[config.mk]
export PLATFORM = sky130hd
export DESIGN_NAME = bip_dmem_arbiter
export DESIGN_NICKNAME = d
export VERILOG_FILES = /design/src/rtl/bip_dmem_arbiter.sv
export SDC_FILE = /design/constraint.sdc
export NUM_CORES = 1
export LEC_CHECK = 0
export CAP_MARGIN = 15
export CORE_AREA = 3 3 54 56
export CTS_BUF_LIST = sky130_fd_sc_hd__clkbuf_4 sky130_fd_sc_hd__clkbuf_8 sky130_fd_sc_hd__clkbuf_16
export CTS_CLUSTER_DIAMETER = 200
export CTS_CLUSTER_SIZE = 28
export DETAILED_ROUTE_END_ITERATION = 12
export DIE_AREA = 0 0 57 59
export DONT_BUFFER_PORTS = 1
export PLACE_DENSITY_LB_ADDON = 0.15
export SLEW_MARGIN = 40
export SYNTH_ARGS = -nofsm -noshare
export SYNTH_HDL_FRONTEND = slang
export SYNTH_SLANG_ARGS = --single-unit
[constraint.sdc]
create_clock -name i_clock -period 2.1 [get_ports i_clock]
set_input_delay 0.42 -clock i_clock [delete_from_list [all_inputs] [get_ports i_clock]]
set_output_delay 0.42 -clock i_clock [all_outputs]
set_load 0.02 [all_outputs]
[src/rtl/bip_dmem_arbiter.sv]
// BIP data RAM arbiter: CPU (C) and debug/loader (D) share one RAM port.
// Round-robin per cycle, debug lock with timeout yield to the CPU.
module bip_dmem_arbiter #(
  parameter int NB_DATA      = 16,
  parameter int NB_ADDR      = 10,
  parameter int LOCK_TIMEOUT = 64,
  parameter int NB_CNT       = 7
) (
  input  logic               i_clock,
  input  logic               i_reset,
  input  logic               i_c_req,
  input  logic               i_c_we,
  input  logic [NB_ADDR-1:0] i_c_addr,
  input  logic [NB_DATA-1:0] i_c_wdata,
  output logic               o_c_gnt,
  output logic               o_c_stall,
  output logic               o_c_rvalid,
  output logic [NB_DATA-1:0] o_c_rdata,
  input  logic               i_d_req,
  input  logic               i_d_we,
  input  logic [NB_ADDR-1:0] i_d_addr,
  input  logic [NB_DATA-1:0] i_d_wdata,
  input  logic               i_d_lock,
  output logic               o_d_gnt,
  output logic               o_d_rvalid,
  output logic [NB_DATA-1:0] o_d_rdata,
  output logic               o_locked,
  output logic               o_ram_en,
  output logic               o_ram_we,
  output logic [NB_ADDR-1:0] o_ram_addr,
  output logic [NB_DATA-1:0] o_ram_wdata,
  input  logic [NB_DATA-1:0] i_ram_rdata
);

  typedef enum logic {
    ARB,
    LOCKED
  } state_t;

  state_t            state;
  logic              rr_last;
  logic [NB_CNT-1:0] wait_cnt;
  logic              pend;
  logic              pend_d;
  logic              timeout;
  logic              c_gnt;
  logic              d_gnt;

  // Grant decision: round-robin in ARB, debug-only in LOCKED
  // except when the CPU has waited out the timeout.
  always_comb begin
    timeout = (wait_cnt == NB_CNT'(LOCK_TIMEOUT));
    c_gnt   = 1'b0;
    d_gnt   = 1'b0;
    if (!i_reset) begin
      if (state == LOCKED) begin
        c_gnt = i_c_req & timeout;
        d_gnt = i_d_req & ~timeout;
      end else begin
        c_gnt = i_c_req & (~i_d_req | rr_last);
        d_gnt = i_d_req & (~i_c_req | ~rr_last);
      end
    end
  end

  // RAM port mux from the single winner; idle drives zeros.
  always_comb begin
    o_ram_we    = 1'b0;
    o_ram_addr  = '0;
    o_ram_wdata = '0;
    unique case (1'b1)
      c_gnt: begin
        o_ram_we    = i_c_we;
        o_ram_addr  = i_c_addr;
        o_ram_wdata = i_c_wdata;
      end
      d_gnt: begin
        o_ram_we    = i_d_we;
        o_ram_addr  = i_d_addr;
        o_ram_wdata = i_d_wdata;
      end
      default: ;
    endcase
  end

  assign o_ram_en   = c_gnt | d_gnt;
  assign o_c_gnt    = c_gnt;
  assign o_d_gnt    = d_gnt;
  assign o_c_stall  = i_c_req & ~c_gnt & ~i_reset;
  assign o_locked   = (state == LOCKED) & ~i_reset;
  assign o_c_rvalid = pend & ~pend_d & ~i_reset;
  assign o_d_rvalid = pend & pend_d & ~i_reset;
  assign o_c_rdata  = o_c_rvalid ? i_ram_rdata : '0;
  assign o_d_rdata  = o_d_rvalid ? i_ram_rdata : '0;

  // FSM, round-robin pointer, lock wait counter and read-return tag.
  always_ff @(posedge i_clock) begin
    if (i_reset) begin
      state    <= ARB;
      rr_last  <= 1'b1;
      wait_cnt <= '0;
      pend     <= 1'b0;
      pend_d   <= 1'b0;
    end else begin
      pend   <= (c_gnt | d_gnt) & ~o_ram_we;
      pend_d <= d_gnt;
      case (state)
        ARB: begin
          wait_cnt <= '0;
          if (c_gnt | d_gnt) rr_last <= d_gnt;
          if (i_d_lock) state <= LOCKED;
        end
        LOCKED: begin
          if (!i_d_lock) begin
            state    <= ARB;
            wait_cnt <= '0;
          end else if (timeout || !i_c_req) begin
            wait_cnt <= '0;
          end else begin
            wait_cnt <= wait_cnt + NB_CNT'(1);
          end
        end
        default: state <= ARB;
      endcase
    end
  end

endmodule

# Yosys cells after proc, flatten, opt, wreduce, memory -nomap -nowiden
# Cells that the tools add are included.
[totals]
word_cells = 47
out_inout_bits = 66
ff_bits = 11
in_bits = 75
[op_classes]
n_addsub = 1
bitwise_logic = 24
eq_ne = 1
muxes = 13
reduce_logical = 3
[ops]
columns = ["operator", "n"]
rows = [
  ["2-to-1 mux 16 bit", 2],
  ["case mux 16 bit (2 select lines)", 1],
  ["case mux 10 bit (2 select lines)", 1],
  ["2-to-1 mux 7 bit", 2],
  ["case mux 7 bit (2 select lines)", 1],
  ["bitwise AND 1 bit", 12],
  ["inverter 1 bit", 9],
  ["adder 7 x 1 -> 7 bit, second input constant", 1],
  ["equality test 7 bit, second input constant", 1],
  ["2-to-1 mux 1 bit", 5],
  ["OR 1 bit", 3],
  ["case mux 1 bit (2 select lines)", 1],
  ["AND reduction 2 bit", 1],
  ["zero test 1 bit", 1],
  ["logical OR 1 bit", 1],
]

# Longest topological paths before layout
# Gate-level depths: netlist (run 1).
[depth]
depth_word = 8
ltp_mapped = 8
depth_no_buf = 6

# Worst setup path after synthesis (run 1)
# No wires, ideal clock.
[synth_path]
path_kind = "register to output"
from = "register wait_cnt[0]"
to = "output o_ram_addr[1]"
n_path_buf = 2
setup_slack_ps = 101
stages_incl_launch_ff = 9
arrival_ps = 1579
t_required_ps = 1680
path_cell_list = "dfxtp_1 -> inv_1 -> ha_1 -> nor4b_4 -> a22o_1 -> and2_4 -> buf_8 -> buf_12 -> a22o_1"
[synth_between]
elab_chain_len = 6
elab_cells_between_ends = 9
classes_between = "eq/ne (1); mux (5); bitwise (3)"
[synth_lines]
columns = ["element", "line_no", "rtl"]
rows = [
  ["from (decl)", "42", "logic [NB_CNT-1:0] wait_cnt;"],
  ["from (signal assigned)", "120", "wait_cnt <= wait_cnt + NB_CNT'(1);"],
  ["equality test 7 bit (*)", "52", "timeout = (wait_cnt == NB_CNT'(LOCK_TIMEOUT));"],
  ["inverter 1 bit", "58", "d_gnt = i_d_req & ~timeout;"],
  ["bitwise AND 1 bit", "58", ""],
  ["2-to-1 mux 1 bit", "56", "if (state == LOCKED) begin"],
  ["2-to-1 mux 1 bit", "55", "if (!i_reset) begin"],
  ["case mux 10 bit (2 select lines) (*)", "71", "unique case (1'b1)"],
  ["to (decl)", "30", "output logic [NB_ADDR-1:0] o_ram_addr,"],
]
# Every way passes the cells marked *; elsewhere a longest branch is shown, timed or not.

# Worst setup path in the final report (run 1)
[layout_path]
from = "register wait_cnt[0]"
to = "output o_ram_wdata[8]"
[layout_between]
elab_chain_len = 6
elab_cells_between_ends = 9
classes_between = "eq/ne (1); mux (5); bitwise (3)"
[layout_lines]
columns = ["element", "line_no", "rtl"]
rows = [
  ["equality test 7 bit", "52", ""],
  ["inverter 1 bit", "58", ""],
  ["bitwise AND 1 bit", "58", ""],
  ["2-to-1 mux 1 bit", "56", ""],
  ["2-to-1 mux 1 bit", "55", ""],
  ["via o_d_gnt", "24", "output logic o_d_gnt,"],
  ["case mux 16 bit (2 select lines)", "71", ""],
  ["to (decl)", "31", "output logic [NB_DATA-1:0] o_ram_wdata,"],
]
# The timed path passes the listed nets, and every way through them passes these cells.

==> results.md, run 1 <==
- Placeable core region: 2480 um^2
- Post-route non-filler standard cell count: 167
- Worst clock skew on the final layout: 2.73 ps
- Sequential cell area fraction in the yosys report: 20.5%
- Number of design rule violations left after detail routing: 0
- Antenna Cells: 0
- Arr. time, crit path: 1730 ps
- Initial Util: 43.3%
- Most used flip-flop cell after synthesis: sky130_fd_sc_hd__dfxtp_1
- Run status: finished, violations left
- Warnings, synthesis: 0
- Final antenna-violating net count: 0
- Post-detailed-placement half-perimeter wirelength: 2.59 mm
- Num CTS Buffers: 3
- Area grow syn2layout: 31.6%
- H-tree level count: 1
- Syn_area_per_cell: 8.51 um^2
- Type of the worst setup path: flip-flop to output pin
- Fraction of final layout cells sized beyond drive strength 1: 45.3%
- Routed Wire Length: 3.78 mm
- Synthesized flop and latch total: 11
- Die Span X: 57 um
- Die height: 59 um
- Inst Count DP: 152
- Total power: 623 uW
- Port-buffer cells: 0
- Final Max Tran Viols: 0
- Violated checks: setup timing
- Slew @ Worst Pin: 425 ps
- Hold/Removal Path Class: input pin to flip-flop
- Nets in the synthesized netlist: 203
- Routed wire length per instance: 22.6 um
- TritonCTS clock tree: yes
- Kind of end point of the critical path: output pin
- Setup violators final: 25
- Total Die Area: 3360 um^2
- Worst IR drop on VDD: 284 uV
- Per-cell via count in the routed design: 6.00
- Critical Path RT: 1680 ps
- Antenna violations before repair: 0
- Maximum number of pins on one net before global-route repair: 18
- Number of synthesized flops with an enable pin: 0
- Clock transition at the register clock pins on the worst setup and hold paths after CTS: 70 ps
- Synth cell types: 32
- Number of sinks driven by the clock tree: 11
- Gate count after technology mapping: 126
- Via count: 1,002
- PnR worst setup slack: -52.4 ps
- Leakage power: 0.000649 uW
- Critical-path maximum fanout: 8
- Minimum setup slack among reg-to-reg paths: 520 ps
- Nets@finish: 215
- Remaining Overflow, GRT: 0
- Via count of the first global-routing pass: 973
- Max-Cap Viols: 0
- Min cycle time layout: 2150 ps
- Final critical-path share of the clock period: 102%
- FF-to-FF path depth: 7
- Slew Limit Headroom: 71.6%
- Cell row count: 18
- Number of top-level pins: 141
- CTS max path bufs: 2
- Routability cong.: 0.761
- Achievable Freq: 465 MHz
- Fraction of registers with async set/reset: 0%
- Drt first pass iters: 4
- Global-route wire length before repair: 5.38 mm
- Combined area of all synthesized cells: 1070 um^2
- Number of cells traversed by the worst hold path: 1
- Iteration-0 DRC count of the detailed router: 21
- Number of hold violations in the final report: 0
- Setup repair after global routing missed its margin: true
- Power per Cell Area: 442 nW/um^2
- # hold bufs at CTS: 0
- CP startpoint kind: flip-flop
- Cell at the root of the clock tree: sky130_fd_sc_hd__clkbuf_4
- Gr usage total: 21.0%
- Clock latency on the worst-skew pair: 270 ps
[metrics by stage]
step | utilization (%) | setup WS [ps] | setup TNS, ps | hold slack (ps) | cell area [um^2]
after floorplan | - | 101 | 0 | 426 | 1070
after global placement | 43.0 | 79.4 | 0 | 442 | 1060
after detailed placement | 43.0 | 6.30 | 0 | 448 | 1060
after CTS | 55.6 | -73.8 | -1600 | 206 | 1380
after global routing | 57.0 | -151 | -3430 | 195 | 1410
final | 57.0 | -52.4 | -872 | 202 | 1410
[state kept, by name, summed over array words and instances, names as in the netlist]
| register | cells |
|---|---|
| wait_cnt | 7 |
| pend | 1 |
| pend_d | 1 |
| rr_last | 1 |
| state | 1 |
[cell families (layout without fill, tap and decap cells)]
family	after synthesis	count (layout)	synth area share (%)
simple gates	62	69	37.3
compound gates	32	32	25.8
buf+inv	14	18	9.92
fa+ha+maj	2	2	2.33
flops	11	11	20.5
xor+xnor	5	5	4.08
[worst paths after layout]
kind / from / end
hold / removal: i_reset / state
hold reg to reg: wait_cnt[0] / wait_cnt[0]
setup reg to reg: wait_cnt[0] / pend
setup / recovery: wait_cnt[0] / o_ram_wdata[8]
[Yosys cell counts (2+ instances only)]
cell type | instances | area (um^2)
sky130_fd_sc_hd__xnor2_1 | 3 | 26.3
sky130_fd_sc_hd__and2_4 | 2 | 17.5
sky130_fd_sc_hd__dfxtp_1 | 11 | 220
sky130_fd_sc_hd__and3b_1 | 3 | 26.3
sky130_fd_sc_hd__and2_1 | 33 | 206
sky130_fd_sc_hd__xor2_1 | 2 | 17.5
sky130_fd_sc_hd__inv_1 | 5 | 18.8
sky130_fd_sc_hd__nor2_1 | 9 | 33.8
sky130_fd_sc_hd__a22o_1 | 27 | 236
sky130_fd_sc_hd__clkbuf_1 | 3 | 11.3
sky130_fd_sc_hd__ha_1 | 2 | 25.0
sky130_fd_sc_hd__nand3_1 | 2 | 10.0
sky130_fd_sc_hd__buf_6 | 3 | 33.8
sky130_fd_sc_hd__nor2b_1 | 2 | 12.5
sky130_fd_sc_hd__and3_1 | 2 | 12.5
[worst max-delay path, cell delays in order, from the launching register on]
cell	delay, ps
sky130_fd_sc_hd__dfxtp_2	320
sky130_fd_sc_hd__inv_2	60
sky130_fd_sc_hd__ha_4	120
sky130_fd_sc_hd__nor4b_4	240
sky130_fd_sc_hd__nand2_2	160
sky130_fd_sc_hd__and2_4	250
sky130_fd_sc_hd__a22o_4	300
[placed cells by master (no fill, tap or decap), types with 3 or more instances in the layout]
cell and n:
sky130_fd_sc_hd__a22o_2 6, sky130_fd_sc_hd__dfxtp_1 8, sky130_fd_sc_hd__inv_2 3, sky130_fd_sc_hd__and2_1 33, sky130_fd_sc_hd__xnor2_1 3, sky130_fd_sc_hd__buf_4 8, sky130_fd_sc_hd__and3b_1 3, sky130_fd_sc_hd__nor2_1 9
sky130_fd_sc_hd__clkbuf_4 4, sky130_fd_sc_hd__a22o_4 21, sky130_fd_sc_hd__and2_4 9, sky130_fd_sc_hd__dfxtp_2 3
[metal layers]
layer,vias to the layer above,GRT usage [%],wire (um)
li1,469,-,-
met1,473,23.0,1340
met2,54,39.8,2100
met3,6,5.88,286
met4,0,4.97,50
met5,-,0,0
[area by class of cell]
| class | count | area [um^2] |
|---|---|---|
| fill | 230 | 1070 |
| multi-input combinational | 108 | 1030 |
| sequential | 11 | 224 |
| timing repair buffer | 9 | 71.3 |
| tap | 30 | 37.5 |
| clock buffer | 4 | 30.0 |
| inverter | 5 | 18.8 |
[what timing repair did]
item / CTS / global route
pin swaps: 11 / 8
hold endpoints to repair: 0 / 0
endpoints found under the setup margin: 29 / 29
cloned: 6 / 1
setup buffers: 3 / 1
gates resized for setup: 55 / 4
[where the power goes]
part | internal (uW) | leakage (uW) | switching (uW) | total, uW
logic | 101 | 0.000540 | 146 | 247
clock network | 86.6 | 0.0000184 | 71.7 | 158
registers | 215 | 0.0000909 | 3.33 | 218
total | 402 | 0.000649 | 221 | 623
No activity file was read; power rests on OpenSTA's default activity.
==> run 2: changes to the inputs <==
Settings changed: CORE_AREA 3 3 54 56 to unset, CORE_MARGIN set to 5, CORE_UTILIZATION set to 50, DIE_AREA 0 0 57 59 to unset.
==> run 2 against run 1 <==
  * The run still ends with setup timing left
  * Sequential share of layout area shrank 0.24 points
  * Non-clock buffer count unchanged
  * Clock-buffer cell count unchanged
  * Register-to-register slack got worse by 60 ps
  * Clock power is essentially flat
  * Fmax shrank 4.1%
  * Utilization is 14 points higher
  * Cell count decreased by 1.8%
  * Clock skew increased by 3.9 ps
  * Setup slack lost 91 ps
  * Flip-flop and latch count unchanged
  * Die area shrank 5.7%
  * Critical path type unchanged
  * Highest routed layer unchanged
==> results.md, run 2 (synthesis gave the netlist of run 1 again) <==
- Number of flip-flops under the largest register name: 7
- Fraction of final layout cells sized beyond drive strength 1: 43.8%
- Remaining Overflow, GRT: 0
- Number of filler instances in the final layout: 163
- Num CTS Buffers: 3
- Critical Path RT: 1680 ps
- Slew @ Worst Pin: 572 ps
- Commonest non-fill, non-tap cell in the layout: sky130_fd_sc_hd__and2_1
- Kind of end point of the critical path: output pin
- Top library cells by usage in the layout, fill and taps aside: sky130_fd_sc_hd__and2_1, sky130_fd_sc_hd__a22o_4
- Achievable Freq: 446 MHz
- Peak per-stage delay on the critical path: 330 ps
- Total Die Area: 3170 um^2
- Min cycle time layout: 2240 ps
- PnR worst setup slack: -144 ps
- Iteration-0 DRC count of the detailed router: 50
- Max-Cap Viols: 0
- Hold/Removal Path Class: input pin to flip-flop
- Gr usage total: 26.4%
- Maximum number of pins on one net before global-route repair: 18
- Routability cong.: 0.797
- Antenna violations before repair: 0
- Clock transition at the register clock pins on the worst setup and hold paths after CTS: 80 ps
- Slowest-stage cell, CP: sky130_fd_sc_hd__dfxtp_2
- Number of top-level pins: 141
- Run status: finished, violations left
- Placeable core region: 2000 um^2
- Per-cell via count in the routed design: 6.61
- Nets@finish: 215
- Global-route wire length before repair: 6.52 mm
- Post-detailed-placement half-perimeter wirelength: 3.02 mm
- Worst slack on hold paths: 215 ps
- Final antenna-violating net count: 0
- Port-buffer cells: 0
- Post-route cell area: 1430 um^2
- Violated checks: setup timing
- Initial Util: 53.6%
- Cell at the root of the clock tree: sky130_fd_sc_hd__clkbuf_4
- Routed wire length per instance: 27.0 um
- Die Span X: 56.3 um
- Drt first pass iters: 4
- Cell Chain, Critical Path: inv_2, ha_4, nor4b_4, a22o_2, and2_4, a22o_2
- Routed Wire Length: 4.43 mm
- Largest register by flop count: wait_cnt
- Arr. time, crit path: 1820 ps
- Worst slack, placed: -49.5 ps
- Worst IR drop on VDD: 364 uV
- Die height: 56.3 um
- Power per Cell Area: 445 nW/um^2
- Number of design rule violations left after detail routing: 0
- Worst clock skew on the final layout: 6.64 ps
- Type of the worst setup path: flip-flop to output pin
- Cell row count: 16
- Most numerous cell on the critical path: sky130_fd_sc_hd__a22o_2
- Clock latency on the worst-skew pair: 270 ps
- TritonCTS clock tree: yes
- Slew Limit Headroom: 61.8%
- Setup violators final: 29
- Antenna Cells: 0
- Critical-path maximum fanout: 7
- Area grow syn2layout: 32.9%
- Post-placement cell area: 1050 um^2
- Number of sinks driven by the clock tree: 11
- Setup repair after global routing missed its margin: true
- Share of the core filled with cells: 71.2%
- CP startpoint kind: flip-flop
- Via count: 1,084
- Number of hold violations in the final report: 0
- Leakage power: 0.000664 uW
- Final critical-path share of the clock period: 107%
- Via count of the first global-routing pass: 1,027
- CTS max path bufs: 2
- Final Max Tran Viols: 0
- H-tree level count: 1
==> run 2: cell counts in the layout (fill, tap and decap cells not counted) <==
No cell type changed its count.
==> run 2: layout make-up <==
| cell class | instances | area (um^2) | share of cell area, % |
|---|---|---|---|
| multi-input cells | 108 | 1050 | 73.8 |
| flip-flops and latches | 11 | 223 | 15.6 |
| repair buffers | 9 | 67.6 | 4.74 |
| well taps | 27 | 33.8 | 2.37 |
| clock buffers | 4 | 30.0 | 2.11 |
| inverters | 5 | 18.8 | 1.32 |
==> run 2: path summary, 6_finish.rpt <==
kind                             startpoint              to  slack, ps  cells past startpoint
worst min-delay path                i_reset           state        220                      1
worst min register to register      rr_last         rr_last        510                      2
worst max register to register  wait_cnt[1]            pend        460                      7
worst max-delay path            wait_cnt[1]  o_ram_wdata[1]       -140                      6
==> run 2: what timing repair did <==
item / in CTS / in global routing
gates cloned: 7 / 0
hold buffers: 0 / 0
gates resized for setup: 57 / 1
pin swaps: 11 / 13
setup buffers: 4 / 1
setup endpoints to repair: 29 / 30
==> run 2: layer usage <==
metal  share of wire [%]  track usage (%)
met3                 7.0             5.96
met4                 2.1             9.15
met1                  37             32.1
met2                  54             45.2
met5                   0                0
==> run 2: per-stage QoR <==
step / instances / power [uW] / setup TNS (ps)
after CTS: 163 / 628 / -2140
after global routing: 164 / 657 / -5610
after floorplan: 126 / 397 / 0
final: 164 / 634 / -3520
after global placement: 148 / 404 / 0
after detailed placement: 148 / 406 / -526
==> run 2: worst max-delay path: cells and delay by family, from the launching register on <==
kind            cells  cell delay [ps]
buf+inv             1               60
simple gates        2              520
fa+ha+maj           1              120
flops               1              330
compound gates      2              510
==> run 2: power breakdown <==
| group | leakage [uW] | switching (uW) | internal, uW |
|---|---|---|---|
| logic | 0.000555 | 151 | 104 |
| registers | 0.0000907 | 3.43 | 214 |
| clock network | 0.0000184 | 74.8 | 86.4 |
==> edit 1, RTL diff (config.mk and constraints of run 1) <==
Change the parameter `NB_CNT` from 7 to 14.
--- a/src/rtl/bip_dmem_arbiter.sv
+++ b/src/rtl/bip_dmem_arbiter.sv
@@ -6,3 +6,3 @@
   parameter int LOCK_TIMEOUT = 64,
-  parameter int NB_CNT       = 7
+  parameter int NB_CNT       = 14
 ) (
Check against the original RTL: same outputs for any inputs over 10 cycles, from zero or initial values and one cycle with i_reset high; that may be too few to reach the edited logic, so the function may still have changed.
==> edit 1 against run 1 <==
- the run still ends with setup timing left
- worst setup slack got worse by 0.59 ns
- highest routed layer unchanged
- area after synthesis rose by 28%
- sequential cell count rose by 7
- largest power group is now sequential cells
- synthesized cell count rose by 33%
- final cell count rose by 32%
- cell area rose by 40%
- wire length rose by 34%
- critical endpoint is now o_ram_addr[3]
- total power rose by 37%
==> edit 1: results (changes against run 1) <==
* GR met2 Demand/Resource at 49.76% (+10 points)
* Detail Route met3 WL at 462 um (+62%)
* Drt total wl at 5064 um (+34%)
* Met2 WL at 2783 um (+33%)
* Worst vdd ir at 0.3121 mV (+9.9%)
* DRT iter0 DRCs at 73 (+250%)
* Fill cells at 175 (-24%)
* Top post-synthesis cells by area: dfxtp_1 26%, a22o_1 17%, and2_1 16%, xor2_1 7.0%, nor2_1 3.8%
* Number of library cell types mapped by synthesis at 34 (+6.3%)
* Post-synthesis mux area share at 0% (unchanged)
* Worst EP arrival at 2.32 ns (+0.59 ns)
* Violated checks: setup timing
* Syn nets at 244 (+20%)
* Placed cell area at 0.001817 sq mm (+71%)
* Post-Synth Adder-Cell Area at 1.825% (-0.51 points)
* Post-CTS setup buffer count at 0 (-3)
* Final net count at 268 (+25%)
* Total track usage at 27.74% (+6.8 points)
* Final core utilization at 80.00% (+23 points)
* Max FFs per register at 14 (+7)
* Met3 GRT Util at 10.89% (+5.0 points)
* Critical R2R Launch: wait_cnt[13]$_SDFF_PP0_
* FF-to-FF setup slack at 0 ns (-0.52 ns)
* WHS at 0.1756 ns (-0.02597 ns)
* First-pass GRT wire length at 7162 um (+33%)
* Htree depth at 1 (unchanged)
* Grt met1 use at 31.99% (+9.0 points)
* HPWL after detailed placement at 3933 um (+52%)
* Relative slew slack at 60.81% (-11 points)
* Final RePlAce weighted congestion at 0.7980 (+4.9%)
* Vias in the first global route at 1337 (+37%)
* Metal-1 WL at 1775 um (+32%)
* Status: finished with violations
* Vias per cell at 6.232 (+3.9%)
* Clock skew at 0.001224 ns (-0.001501 ns)
* Most frequent cells after synthesis: 35 x and2_1, 26 x a22o_1, 18 x dfxtp_1
* Layout cells sized above 1 at 40.00% (-5.3 points)
* CTS Buf Count at 3 (unchanged)
* Setup_tns at -19.23 ns (-18.36 ns)
* Number of diodes at 0 (unchanged)
* Cells after synthesis at 167 (+33%)
* Post-Synth XOR/XNOR Area at 7.664% (+3.6 points)
* Pre-CTS WS at -0.3890 ns (-0.3953 ns)
* Final worst slack at -0.6413 ns (-0.5889 ns)
* Synth Area in Compound Gates at 21.35% (-4.4 points)
* Final Setup Violations at 32 (+28%)
* WL/cell at 23.02 um (+1.8%)
* Leakage at 0.8943 nW (+38%)
==> edit 1: power by group <==
part / total, mW / internal (mW) / switching (mW) / leakage (nW)
Combinational: 0.282 / 0.126 / 0.156 / 0.727
Sequential: 0.352 / 0.347 / 0.00434 / 0.147
Clock: 0.221 / 0.106 / 0.115 / 0.0210
==> edit 1: worst max-delay path by stage <==
stage                            start              to  slack (ns)  cells after the start
4_1_cts        wait_cnt[13]$_SDFF_PP0_   o_ram_addr[1]       -0.64                      5
2_1_floorplan  wait_cnt[13]$_SDFF_PP0_   o_ram_addr[8]       -0.30                      6
5_1_grt        wait_cnt[13]$_SDFF_PP0_   o_ram_addr[3]       -0.69                      5
6_report       wait_cnt[13]$_SDFF_PP0_   o_ram_addr[3]       -0.64                      5
3_5_place_dp    wait_cnt[1]$_SDFF_PP0_  o_ram_wdata[8]       -0.39                      7
3_3_place_gp   wait_cnt[13]$_SDFF_PP0_        o_ram_en       -0.33                      5
==> edit 1: kinds of logic after synthesis <==
family,count (synthesis)
simple gates,82
compound gates,35
buf+inv,18
xor+xnor,12
fa+ha+maj,2
flops,18
==> edit 1: worst max-delay path, stage by stage (launching register included) <==
cell and delay, ns:
dfxtp_2 0.34, or4_4 0.54, or4_4 0.58, a21oi_4 0.20, buf_12 0.19, a22o_4 0.17
==> edit 1: area by class of cell <==
type / instances / area [sq um] / area share (%)
flip-flops and latches: 18 / 361.6 / 18.24
repair buffers: 32 / 325.3 / 16.41
inverters: 5 / 18.77 / 0.9470
multi-input cells: 131 / 1202 / 60.67
well taps: 30 / 37.54 / 1.894
clock buffers: 4 / 36.28 / 1.831
==> edit 1: timing repair <==
action	in CTS	in global routing
cloned	1	0
setup endpoints to repair	32	37
resized for setup	17	4
pin swaps	3	1
==> edit 2, RTL diff (flow settings as in run 1) <==
Without the edit above. Make the reset (`i_reset`) asynchronous in one clocked block.
--- a/src/rtl/bip_dmem_arbiter.sv
+++ b/src/rtl/bip_dmem_arbiter.sv
@@ -96,3 +96,3 @@
   // FSM, round-robin pointer, lock wait counter and read-return tag.
-  always_ff @(posedge i_clock) begin
+  always_ff @(posedge i_clock or posedge i_reset) begin
     if (i_reset) begin
Behaviour: same outputs for any inputs over 10 cycles, from zero or initial values and one cycle with i_reset high; that may be too few to reach the edited logic, so the function may still have changed.
==> edit 2 against run 1 <==
- register-to-register slack lost 0.18 ns
- via count grew 3.7%
- sequential power grew 8%
- area after synthesis grew 1.1%
- critical path type unchanged
- first-iteration DRC count grew 110%
- die area is the same
- highest routed layer is now met3
- worst setup slack lost 0.13 ns
- the flow still finishes with violations (setup timing)
- clock power shrank 6%
- largest power group unchanged
- wire length grew 9.6%
- sequential cell count is the same
- cell area shrank 2.1%
- total power grew 1.9%
==> edit 2: results (changes against run 1) <==
* Syn_area_per_cell at 8.532 sq um (+0.25%)
* Placed cells at 159 (+4.6%)
* Final worst slack at -0.1859 ns (-0.1335 ns)
* DRT iter0 DRCs at 45 (+110%)
* Critical path launch point: wait_cnt[1]$_DFF_PP0_
* Main flop type after synthesis: dfrtp_1
* Top post-synthesis cells by area: dfrtp_1 23%, a22o_1 22%, and2_1 20%, buf_6 5.2%, xor2_1 3.2%
* FF-to-FF End: pend$_DFF_PP0_
* HPWL after detailed placement at 2831 um (+9.1%)
* Pre-CTS WS at -0.03444 ns (-0.04074 ns)
* Final net count at 217 (+0.93%)
* Worst setup endpoint: o_ram_wdata[6]
* Layout cells sized above 1 at 41.01% (-4.2 points)
* Leakage at 0.6273 nW (-3.4%)
* Fill cells at 233 (+1.3%)
* Status: finished with violations
* Vias in the first global route at 972 (-0.10%)
* Critical R2R Launch: wait_cnt[1]$_DFF_PP0_
* Post-CTS sizing at 26 (-53%)
* WL/cell at 24.50 um (+8.3%)
* Clock skew at 0.002882 ns (+0.0001571 ns)
* Final Setup Violations at 30 (+20%)
* FF-to-FF setup slack at 0.34 ns (-0.18 ns)
* Via count at 1039 (+3.7%)
* Placed cell area at 0.001149 sq mm (+7.9%)
* Violated checks: setup timing
* Post-CTS setup buffer count at 1 (-2)
* Async set-reset flop share out of synthesis at 100.0% (+100 points)
* Hold WC Path Type: input port to async pin
* Syn nets at 204 (+0.49%)
* Top cell type's share of synthesized area at 23.09% (+1.0 points)
* Worst vdd ir at 0.4476 mV (+58%)
==> edit 2: cell count changes after synthesis, moves of 2 or more <==
| cell | before | now |
|---|---|---|
| and3b_1 | 3 | 1 |
| buf_6 | 3 | 5 |
| dfrtp_1 | 0 | 10 |
| dfxtp_1 | 11 | 0 |
| nand2_1 | 1 | 3 |
| nand3_1 | 2 | 4 |
| nor2b_1 | 2 | 4 |
| xnor2_1 | 3 | 1 |
| xor2_1 | 2 | 4 |
==> edit 2: cells by family (layout without fill, tap and decap cells) <==
family | after synthesis | count (layout) | synth area share (%)
DFF | 11 | 11 | 25.52
adders and majority gates | 2 | 2 | 2.309
xor gates and xnor gates | 5 | 5 | 4.041
AOI/OAI and AO/OA | 33 | 33 | 25.87
buffers and inverters | 14 | 21 | 8.429
and+or+nand+nor | 62 | 67 | 33.83
==> edit 2: how the worst min path moves through the flow <==
stage / to / startpoint / cells after the start / slack (ns)
after floorplan: pend$_DFF_PP0_ / i_reset / 1 / 0.29
after global placement: pend$_DFF_PP0_ / i_reset / 2 / 0.32
after detailed placement: pend$_DFF_PP0_ / i_reset / 2 / 0.33
after CTS: wait_cnt[6]$_DFF_PP0_ / i_reset / 2 / 0.03
after global routing: wait_cnt[6]$_DFF_PP0_ / i_reset / 2 / 0.03
final: wait_cnt[5]$_DFF_PP0_ / i_reset / 2 / 0.03
==> edit 2: cell type report <==
class                   count  area (sq um)  area share [%]
clock inverters             1         5.005          0.3623
flip-flops and latches     11         276.5           20.02
inverters                   5         18.77           1.359
repair buffers             12         101.3           7.337
well taps                  30         37.54           2.717
multi-input cells         107         919.6           66.58
clock buffers               3         22.52           1.630
==> edit 2: layer usage <==
| layer | vias up | wire length (um) | share of wire [%] | global-route usage [%] |
|---|---|---|---|---|
| li1 | 481 | - | - | - |
| met1 | 504 | 1551 | 37 | 26.72 |
| met2 | 54 | 2191 | 53 | 34.58 |
| met3 | 0 | 398 | 9.6 | 7.407 |
| met4 | 0 | 0 | 0 | 1.656 |
| met5 | - | 0 | 0 | 0 |
==> edit 2: worst max-delay path: cells and delay by family (launching register included) <==
| kind | cells | cell delay, ns |
|---|---|---|
| AND/OR/NAND/NOR | 2 | 0.50 |
| flip-flops | 1 | 0.38 |
| AO/OA/AOI/OAI | 2 | 0.35 |
| buffers and inverters | 2 | 0.19 |
| adder cells (fa/ha/maj) | 1 | 0.16 |
==> edit 2: report_power, final <==
| part | internal [mW] | leakage, nW | switching, mW |
|---|---|---|---|
| clock | 0.0705 | 0.0177 | 0.0782 |
| sequential | 0.225 | 0.145 | 0.00996 |
| combinational | 0.0958 | 0.464 | 0.156 |
